<file path="config.mk">
export PLATFORM = sky130hd
export DESIGN_NAME = oled_seq_ctrl_flat
export DESIGN_NICKNAME = d
export VERILOG_FILES = /design/src/rtl/oled_seq_ctrl_pkg.sv /design/src/rtl/oled_seq_ctrl_if.sv /design/src/rtl/oled_seq_ctrl_init_rom.sv /design/src/rtl/oled_seq_ctrl.sv /design/src/flat_wrapper.sv
export SDC_FILE = /design/constraint.sdc
export NUM_CORES = 1
export LEC_CHECK = 0
export CAP_MARGIN = 20
export CORE_ASPECT_RATIO = 0.7
export CORE_MARGIN = 2
export CORE_UTILIZATION = 55
export CTS_BUF_LIST = sky130_fd_sc_hd__clkbuf_4
export DETAILED_ROUTE_END_ITERATION = 8
export PLACE_DENSITY_LB_ADDON = 0.12
export RECOVER_POWER = 25
export SLEW_MARGIN = 20
export SYNTH_ARGS = -nofsm -noshare
export SYNTH_HDL_FRONTEND = slang
export SYNTH_SLANG_ARGS = --single-unit
</file>
<file path="constraint.sdc">
create_clock -name clk -period 3.9 [get_ports clk]
set_input_delay 0.39 -clock clk [delete_from_list [all_inputs] [get_ports clk]]
set_output_delay 0.39 -clock clk [all_outputs]
set_load 0.01 [all_outputs]
</file>
<file path="src/rtl/oled_seq_ctrl_pkg.sv">
// ----------------------------------------------------------------------------
// oled_pkg: shared state encoding and constants for oled_seq_ctrl.
// Rev 1.0
// ----------------------------------------------------------------------------
`default_nettype none

package oled_pkg;
  typedef enum logic [2:0] {
    PWR_HI1  = 3'd0,
    PWR_LO   = 3'd1,
    PWR_HI2  = 3'd2,
    INIT     = 3'd3,
    GAP      = 3'd4,
    FETCH    = 3'd5,
    SEND_PIX = 3'd6,
    SEND_CMD = 3'd7
  } state_t;

  localparam int   FRAME_BYTES = 1024;
  localparam int   INIT_LEN    = 23;
  localparam logic DC_CMD      = 1'b0;
  localparam logic DC_DATA     = 1'b1;
endpackage

`default_nettype wire

</file>
<file path="src/rtl/oled_seq_ctrl_if.sv">
// ----------------------------------------------------------------------------
// oled_seq_ctrl_if: SPI byte stream, frame-buffer read and runtime command bus.
// Rev 1.0
// ----------------------------------------------------------------------------
`default_nettype none

interface oled_seq_ctrl_if;
  logic       tx_valid;
  logic       tx_ready;
  logic [7:0] tx_byte;
  logic       tx_dc;
  logic       pix_req;
  logic [9:0] pix_addr;
  logic [7:0] pix_data;
  logic       cmd_valid;
  logic       cmd_ready;
  logic [7:0] cmd_data;
  logic       frame_start;

  modport master (
    output tx_valid, tx_byte, tx_dc, pix_req, pix_addr, cmd_ready, frame_start,
    input  tx_ready, pix_data, cmd_valid, cmd_data
  );

  modport slave (
    input  tx_valid, tx_byte, tx_dc, pix_req, pix_addr, cmd_ready, frame_start,
    output tx_ready, pix_data, cmd_valid, cmd_data
  );
endinterface

`default_nettype wire

</file>
<file path="src/rtl/oled_seq_ctrl_init_rom.sv">
// ----------------------------------------------------------------------------
// oled_init_rom: combinational panel init command table (index -> byte).
// Rev 1.0
// ----------------------------------------------------------------------------
`default_nettype none

module oled_init_rom
  import oled_pkg::*;
(
  input  logic [4:0] i_idx,
  output logic [7:0] o_data
);
  always_comb begin
    o_data = 8'h00;
    case (i_idx)
      5'd0:  o_data = 8'hAE;
      5'd1:  o_data = 8'h81;
      5'd2:  o_data = 8'h7F;
      5'd3:  o_data = 8'hA6;
      5'd4:  o_data = 8'h20;
      5'd5:  o_data = 8'h00;
      5'd6:  o_data = 8'hC8;
      5'd7:  o_data = 8'h40;
      5'd8:  o_data = 8'hA1;
      5'd9:  o_data = 8'hA8;
      5'd10: o_data = 8'h3F;
      5'd11: o_data = 8'hD3;
      5'd12: o_data = 8'h00;
      5'd13: o_data = 8'hD5;
      5'd14: o_data = 8'h80;
      5'd15: o_data = 8'hD9;
      5'd16: o_data = 8'h22;
      5'd17: o_data = 8'hDB;
      5'd18: o_data = 8'h20;
      5'd19: o_data = 8'h8D;
      5'd20: o_data = 8'h14;
      5'd21: o_data = 8'hA4;
      5'd22: o_data = 8'hAF;
      default: o_data = 8'h00;
    endcase
  end
endmodule

`default_nettype wire

</file>
<file path="src/rtl/oled_seq_ctrl.sv">
// ----------------------------------------------------------------------------
// oled_seq_ctrl: panel power-up, init stream and continuous frame refresh.
// Define OLED_SEQ_CTRL_CMD_EN to service runtime commands at frame gaps.
// Rev 1.0
// ----------------------------------------------------------------------------
`default_nettype none

module oled_seq_ctrl #(
  parameter logic [31:0] STARTUP_WAIT = 32'd10000000,
  parameter int          FRAME_BYTES  = 1024,
  parameter int          INIT_LEN     = 23
) (
  input  logic            clk,
  input  logic            rst,
  oled_seq_ctrl_if.master bus,
  output logic            o_reset,
  output logic            o_cs
);
  import oled_pkg::*;

`ifdef OLED_SEQ_CTRL_CMD_EN
  localparam logic c_cmd_en = 1'b1;
`else
  localparam logic c_cmd_en = 1'b0;
`endif

  localparam logic [4:0] c_init_last  = 5'(INIT_LEN - 1);
  localparam logic [9:0] c_frame_last = 10'(FRAME_BYTES - 1);

  state_t      r_state, w_state_nxt;
  logic [31:0] r_cnt, w_cnt_nxt;
  logic [4:0]  r_idx, w_idx_nxt;
  logic [9:0]  r_addr, w_addr_nxt;
  logic        r_phase, w_phase_nxt;
  logic [7:0]  r_data, w_data_nxt;
  logic [7:0]  w_rom_byte;

  oled_init_rom u_rom (
    .i_idx  (r_idx),
    .o_data (w_rom_byte)
  );

  always_ff @(posedge clk) begin
    if (rst) begin
      r_state <= PWR_HI1;
      r_cnt   <= 32'd0;
      r_idx   <= 5'd0;
      r_addr  <= 10'd0;
      r_phase <= 1'b0;
      r_data  <= 8'h00;
    end else begin
      r_state <= w_state_nxt;
      r_cnt   <= w_cnt_nxt;
      r_idx   <= w_idx_nxt;
      r_addr  <= w_addr_nxt;
      r_phase <= w_phase_nxt;
      r_data  <= w_data_nxt;
    end
  end

  assign bus.pix_addr = r_addr;

  always_comb begin
    w_state_nxt     = r_state;
    w_cnt_nxt       = r_cnt;
    w_idx_nxt       = r_idx;
    w_addr_nxt      = r_addr;
    w_phase_nxt     = r_phase;
    w_data_nxt      = r_data;
    bus.tx_valid    = 1'b0;
    bus.tx_byte     = 8'h00;
    bus.tx_dc       = DC_CMD;
    bus.pix_req     = 1'b0;
    bus.cmd_ready   = 1'b0;
    bus.frame_start = 1'b0;
    o_reset         = 1'b1;
    o_cs            = 1'b0;

    case (r_state)
      PWR_HI1, PWR_LO, PWR_HI2: begin
        o_cs      = 1'b1;
        o_reset   = (r_state != PWR_LO);
        w_cnt_nxt = r_cnt + 32'd1;
        if (r_cnt == STARTUP_WAIT - 32'd1) begin
          w_cnt_nxt = 32'd0;
          case (r_state)
            PWR_HI1: w_state_nxt = PWR_LO;
            PWR_LO:  w_state_nxt = PWR_HI2;
            default: w_state_nxt = INIT;
          endcase
        end
      end

      INIT: begin
        bus.tx_valid = 1'b1;
        bus.tx_byte  = w_rom_byte;
        if (bus.tx_ready) begin
          if (r_idx == c_init_last) begin
            w_idx_nxt   = 5'd0;
            w_state_nxt = GAP;
          end else begin
            w_idx_nxt = r_idx + 5'd1;
          end
        end
      end

      GAP: begin
        w_addr_nxt  = 10'd0;
        w_phase_nxt = 1'b0;
        w_state_nxt = (c_cmd_en && bus.cmd_valid) ? SEND_CMD : FETCH;
      end

      // Phase 0 captures the command byte, phase 1 offers it to the shifter.
      SEND_CMD: begin
        if (!r_phase) begin
          bus.cmd_ready = c_cmd_en;
          if (bus.cmd_valid) begin
            w_data_nxt  = bus.cmd_data;
            w_phase_nxt = 1'b1;
          end else begin
            w_state_nxt = FETCH;
          end
        end else begin
          bus.tx_valid = 1'b1;
          bus.tx_byte  = r_data;
          if (bus.tx_ready) begin
            w_phase_nxt = 1'b0;
            w_state_nxt = FETCH;
          end
        end
      end

      // Phase 0 strobes the read, phase 1 registers the returned byte.
      FETCH: begin
        if (!r_phase) begin
          bus.pix_req = 1'b1;
          w_phase_nxt = 1'b1;
        end else begin
          w_data_nxt  = bus.pix_data;
          w_phase_nxt = 1'b0;
          w_state_nxt = SEND_PIX;
        end
      end

      SEND_PIX: begin
        bus.tx_valid = 1'b1;
        bus.tx_byte  = r_data;
        bus.tx_dc    = DC_DATA;
        if (bus.tx_ready) begin
          bus.frame_start = (r_addr == 10'd0);
          if (r_addr == c_frame_last) begin
            w_state_nxt = GAP;
          end else begin
            w_addr_nxt  = r_addr + 10'd1;
            w_state_nxt = FETCH;
          end
        end
      end

      default: w_state_nxt = PWR_HI1;
    endcase
  end
endmodule

`default_nettype wire

</file>
<file path="src/flat_wrapper.sv">
// flat-port wrapper written by rule: the top's interface ports become plain ports
module oled_seq_ctrl_flat import oled_pkg::*;
#(
  parameter logic [31:0] STARTUP_WAIT = 32'd10000000,
  parameter int          FRAME_BYTES  = 1024,
  parameter int          INIT_LEN     = 23
)
  (clk, rst, o_reset, o_cs, bus_tx_valid, bus_tx_byte, bus_tx_dc, bus_pix_req, bus_pix_addr, bus_cmd_ready, bus_frame_start, bus_tx_ready, bus_pix_data, bus_cmd_valid, bus_cmd_data);
  oled_seq_ctrl_if bus_i ();
  input  logic clk;
  input  logic rst;
  output logic o_reset;
  output logic o_cs;
  output wire logic [$bits(bus_i.tx_valid)-1:0] bus_tx_valid;
  output wire logic [$bits(bus_i.tx_byte)-1:0] bus_tx_byte;
  output wire logic [$bits(bus_i.tx_dc)-1:0] bus_tx_dc;
  output wire logic [$bits(bus_i.pix_req)-1:0] bus_pix_req;
  output wire logic [$bits(bus_i.pix_addr)-1:0] bus_pix_addr;
  output wire logic [$bits(bus_i.cmd_ready)-1:0] bus_cmd_ready;
  output wire logic [$bits(bus_i.frame_start)-1:0] bus_frame_start;
  input wire logic [$bits(bus_i.tx_ready)-1:0] bus_tx_ready;
  input wire logic [$bits(bus_i.pix_data)-1:0] bus_pix_data;
  input wire logic [$bits(bus_i.cmd_valid)-1:0] bus_cmd_valid;
  input wire logic [$bits(bus_i.cmd_data)-1:0] bus_cmd_data;
  assign bus_tx_valid = bus_i.tx_valid;
  assign bus_tx_byte = bus_i.tx_byte;
  assign bus_tx_dc = bus_i.tx_dc;
  assign bus_pix_req = bus_i.pix_req;
  assign bus_pix_addr = bus_i.pix_addr;
  assign bus_cmd_ready = bus_i.cmd_ready;
  assign bus_frame_start = bus_i.frame_start;
  assign bus_i.tx_ready = bus_tx_ready;
  assign bus_i.pix_data = bus_pix_data;
  assign bus_i.cmd_valid = bus_cmd_valid;
  assign bus_i.cmd_data = bus_cmd_data;
  oled_seq_ctrl #(.STARTUP_WAIT(STARTUP_WAIT), .FRAME_BYTES(FRAME_BYTES), .INIT_LEN(INIT_LEN)) u_core (.clk(clk), .rst(rst), .bus(bus_i), .o_reset(o_reset), .o_cs(o_cs));
endmodule
</file>
### Word level (Yosys, flattened, before mapping)

Memory sizes are Yosys's and may differ from the RTL's. A register that Yosys moved wholly into a read port is not among the register bits.
Index checks and enable logic that the tools add are counted.

* register bits: 59
* bits in read-only memories: 256
* bits of input ports: 20
* output and inout port bits: 25
* word-level logic and storage cells: 79
* memories kept: 1

Memories
* (name not given): words 32, width 8, read ports 1, clocked after Yosys merged registers in 1, wr ports 0, line oled_seq_ctrl_init_rom.sv:15 `case (i_idx)`

* $add $sub $neg: 3
* equality and inequality tests: 21
* muxes and demuxes: 37
* reduce and logical (&&, ||, !) cells: 11

Operator list (number)
* $add 32x1->32 const B: 1
* $eq 32x24->1 const B: 1
* $mux 32: 1
* $mux 8: 4
* $mux 3: 8
* $pmux 8 s3: 1
* $mux 10: 2
* $pmux 10 s2: 1
* $pmux 3 s6: 1
* $pmux 8 s2: 1
* $mux 5: 3
* $eq 3x3->1 const B: 4
* $mux 1: 12
* $add 10x1->10 const B: 1
* $eq 10x10->1 const B: 1
* $logic_not 10->1: 1
* $ne 2x2->1 const B: 5
* $reduce_and 7->1: 1
* $eq 3x2->1 const B: 2
* $ne 2x1->1 const B: 3
* $add 5x1->5 const B: 1
* $eq 5x5->1 const B: 1
* $pmux 2 s2: 1
* $reduce_and 4->1: 1
* 13 further kinds: 14

### Logic depth before layout (Yosys ltp)

* depth after elaboration: 4
* depth in mapped cells: 12

### Hierarchy

A second synthesis with hierarchy kept.

* cells, all modules: 446
* area, all modules: 3590.9 µm²

By module, submodules not included
* oled_seq_ctrl: times used 1, cells each 380, area each 3116.7 µm², seq. area each 1181.1 µm²
* oled_init_rom: times used 1, cells each 66, area each 474.2 µm², seq. area each 0.0 µm²

### Least setup slack after synthesis

Ideal clock, no wire load.

* kind: flip-flop to flip-flop
* from: register u_core.r_idx[0]
* to: register, netlist name u_core.u_rom.o_data[7]
* library setup time: 0.120 ns
* data arrival time: 2.121 ns
* data required time: 3.780 ns
* path slack: 1.659 ns
* stages on the path, launching flop included: 12
* period minus slack after synthesis: 2.241 ns
* cell sequence: dfxtp_1 > inv_1 > ha_1 > and4b_1 > nor3_1 > a21oi_1 > nor2_1 > inv_1 > ha_1 > nand2_1 > a21oi_1 > a211o_1

* cells in the longest elaborated chain, start to end: 4

Ends and longest elaborated chain
* start, declared: line oled_seq_ctrl.sv:32 `logic [4:0] r_idx, w_idx_nxt;`
* start signal, assigned: line oled_seq_ctrl.sv:54 `r_idx <= w_idx_nxt;`
* $add 5x1->5 or $eq 5x5->1 (tied branches): line oled_seq_ctrl.sv:102, oled_seq_ctrl.sv:98
* $mux 5: line oled_seq_ctrl.sv:98 `if (r_idx == c_init_last) begin`
* $mux 5 (no line) (*) (2 in a row)

Mark *: on every way between the ends. The rest lies on a longest branch, timed or not.
A chain may end at the register's enable or synchronous reset.

### Worst setup path after layout

* from: register u_core.r_state[1]
* to: output port bus_tx_byte[4]

* cells in the longest elaborated chain, start to end: 2

Ends and longest elaborated chain
* start, declared: line oled_seq_ctrl.sv:30 `state_t r_state, w_state_nxt;`
* start signal, assigned: line oled_seq_ctrl.sv:52 `r_state <= w_state_nxt;`
* $eq 3x3->1 or $eq 3x2->1 (tied branches): line oled_seq_ctrl.sv:79 `case (r_state)`
* $pmux 8 s3 (*): line oled_seq_ctrl.sv:79
* end, declared: line flat_wrapper.sv:15 `output wire logic [$bits(bus_i.tx_byte)-1:0] bus_tx_byte;`

Marked as above.

==> results by group <==
Status
  – Outcome: finished, final reports clean

Timing
  – RSZ-0062 raised after global routing: no
  – Max Freq: 314 MHz
  – Slew headroom: 0.358
  – Clock Skew: about 0.022 ns
  – Final Hold Viols: 0
  – Slew Viols, Final: 0
  – Final setup TNS: 0 ns
  – Final min period: ~3.2 ns
  – Worst-margin pin slew: 0.958 ns
  – Worst setup margin: between 0.7 and 0.8 ns
  – Final setup viols: 0
  – Crit share post-route: 0.817

Critical path
  – CP max stage delay: about 0.72 ns
  – Origin of the critical flop-to-flop path: u_core.r_state[0]
  – Critical path origin: u_core.r_state[1]
  – Setup Crit Path Kind: reg -> out
  – Peak fanout along the critical path: 16
  – CP Capture Type: output port
  – Delay-heaviest family, CP: buffers and inverters
  – Nature of the critical path startpoint: flip-flop
  – Worst path slowest cell: nor3b_1
  – Worst path required time: 3.51 ns
  – Bufs and invs on worst path: 2
  – Crit path cell chain: inv_1 -> nor3b_1 -> a22o_1 -> clkdlybuf4s50_1
  – Crit path arrival time: approximately 2.8 ns

Layout
  – Finished Core Util: 0.670
  – Antenna Cells: 0
  – Area Overhead vs Synth: 15.9%
  – Final std cells w/o fill: approximately 560
  – Fillers: ~540
  – Share of cells above drive strength 1: 0.0639
  – Fin nets: approximately 510

Floorplan
  – Die W: around 100 um
  – I/O pin cnt: between 40 and 50
  – CORE AREA: 6310 sq um
  – Die area: 7300 sq um
  – Rows: 24
  – Die Ht: ~72 um
  – Initial core utilization: 0.578

Global route
  – First-pass GRT wire length: between 10000 and 15000 um
  – Vias in the first global route: between 2k and 3k
  – Tot GR Track Use: 0.252
  – Initial antenna violation count: 0
  – Pin count of the biggest net entering global routing: 29
  – Gr ovfl total: 0

Job
  – Max Cap Violations: 0

Place
  – IO Port Bufs: 43
  – Post-Place Cells: 547
  – Setup WS pre-CTS: between 0.7 and 0.8 ns
  – GP Congestion: between 0.8 and 0.9
  – Hpwl dp: 6160 um

Routing
  – Vias per std cell: 5.92
  – Final antenna-violating net count: 0
  – Drc violations: 0
  – WL/cell: approximately 15 um
  – Via count: around 3.3k
  – DRT Pass-1 Iters: 4
  – Initial drt markers: about 220
  – Drt total wl: between 8000 and 9000 um

Pwr
  – Pwr dens: approximately 280 nW/um^2
  – Lkg Pwr: approximately 1.5 nW
  – Maximum vdd drop: ~270 uV

Worst hold path
  – Hold_sp: u_core.r_cnt[1]
  – Worst min path class: reg -> reg

CTS
  – Max Buffers Root-to-Sink: 2
  – Clock Pin Slew Worst Setup and Hold Paths: between 0.1 and 0.15 ns
  – Num Clock Sinks: 67
  – Post-CTS Setup Repair Bufs: 0
  – CTS-repair resized insts: 0
  – H-tree levels: 3
  – Cts bufs inserted: 9
  – Worst skew pair latency: between 0.4 and 0.5 ns
  – CTS tree: done
  – Hold-fix buffer count after cts: 0
  – Root buf cell: clkbuf_4

Synthesis
  – Unique cell type count in the Yosys netlist: a little over 60
  – Ys async rst share: 0
  – Synth Cell Area: 3640 sq um
  – Post-synth net total: between 400 and 500
  – Post-synth EDFFs: 0
  – Main synth FF type: dfxtp_1
  – Number of synthesized register bits: between 60 and 70
  – Mapped Avg Cell Area: between 8 and 9 sq um
  – Syn Inst Count: 440
  – Synth top area cells: dfxtp_1, nor2_1, xor2_1
  – Leading area contributor after synthesis: dfxtp_1
  – Yosys warns: 0
  – Part of the Yosys area used for sequential elements: 0.368
  – Post-synth top area share: 0.368
[cells in the final DEF, fill, tap and decap left out, types with 5 or more instances in the layout]
cell / synthesis / final
a211oi_1: 8 / 8
a21oi_1: 22 / 21
a22o_1: 8 / 8
clkbuf_4: 0 / 9
clkdlybuf4s50_1: 0 / 33
dfxtp_1: 67 / 67
dlygate4sd3_1: 0 / 10
ha_1: 12 / 12
inv_1: 18 / 18
mux2i_1: 12 / 12
nand2_1: 43 / 43
nand3_1: 17 / 17
nand4_1: 13 / 13
nor2_1: 68 / 68
nor3_1: 11 / 11
nor4_1: 5 / 5
o21ai_0: 17 / 17
or4_1: 6 / 6
xnor2_1: 10 / 10
xor2_1: 19 / 19
[worst paths after layout]
path                                  to  slack [ns]  depth (start not counted)
setup reg to reg  u_core.u_rom.o_data[6]        0.86                          7
hold / removal           u_core.r_cnt[1]        0.48                          2
hold reg to reg          u_core.r_cnt[1]        0.48                          2
setup / recovery          bus_tx_byte[4]        0.71                          4
[flip-flops by register name (all words and copies together), names as in the netlist]
register	count
u_core.u_rom.o_data	8
u_core.bus.pix_addr	10
u_core.r_data	8
u_core.r_phase	1
u_core.r_idx	5
u_core.r_state	3
u_core.r_cnt	32
[cells by family after synthesis]
kind of cell | after synthesis | share of synthesized area
muxes | 12 | 0.0330
buffers and inverters | 34 | 0.0402
adders and majority gates | 12 | 0.0412
xor gates and xnor gates | 29 | 0.0697
and+or+nand+nor | 198 | 0.278
DFF | 67 | 0.368
other | 1 | 0.00103
AOI/OAI and AO/OA | 87 | 0.169
[metrics by stage]
step	hold WS (ns)	total power [mW]	area [sq um]
after floorplan	0.449	0.721	3640
final	0.485	1.19	4220
after global routing	0.537	1.24	4220
after global placement	0.458	0.745	4110
after CTS	0.488	1.21	4240
after detailed placement	0.475	0.746	4110
[tightest hold or removal path, cell delays in order, from the launching register on]
cell and delay, ns:
dfxtp_1 0.34, nand2_1 0.06, a21oi_1 0.05
[metal layers]
layer | part of all wire | GRT usage | routed length, um | vias up
li1 | - | - | - | 1664
met2 | 0.41 | 0.347 | 3500 | 93
met4 | 0.014 | 0.0871 | 122 | 0
met1 | 0.52 | 0.384 | 4440 | 1567
met5 | 0 | 0 | 0 | -
met3 | 0.061 | 0.0539 | 521 | 10
[synthesized netlist by cell type (all sizes together) (2+ instances only)]
cell,number
a211oi,8
a21o,4
a21oi,24
a22o,8
a311o,2
a311oi,4
a31o,2
a31oi,2
a41oi,3
and2,3
and3,3
and4,2
and4b,2
buf,7
clkbuf,8
dfxtp,67
ha,12
inv,18
mux2i,12
nand2,43
nand3,17
nand3b,3
nand4,13
nand4b,2
nor2,69
nor2b,4
nor3,11
nor4,6
o2111ai,3
o211ai,2
o21ai,17
or3,5
or3b,3
or4,7
xnor2,10
xor2,19
[power by group]
part	switching [mW]	internal [mW]	total, mW
clock network	0.266	0.193	0.459
logic	0.0192	0.0222	0.0413
registers	0.00263	0.687	0.689
total	0.288	0.902	1.19
[area by class of cell]
cell class	count	area [sq um]	area share
sequential	67	1340	0.318
clock inverter	7	68.8	0.0163
tap	78	97.6	0.0231
clock buffer	9	67.6	0.0160
inverter	19	71.3	0.0169
multi-input combinational	339	2140	0.507
timing repair buffer	44	438	0.104
Note: power is estimated with default switching activity, not from simulation.
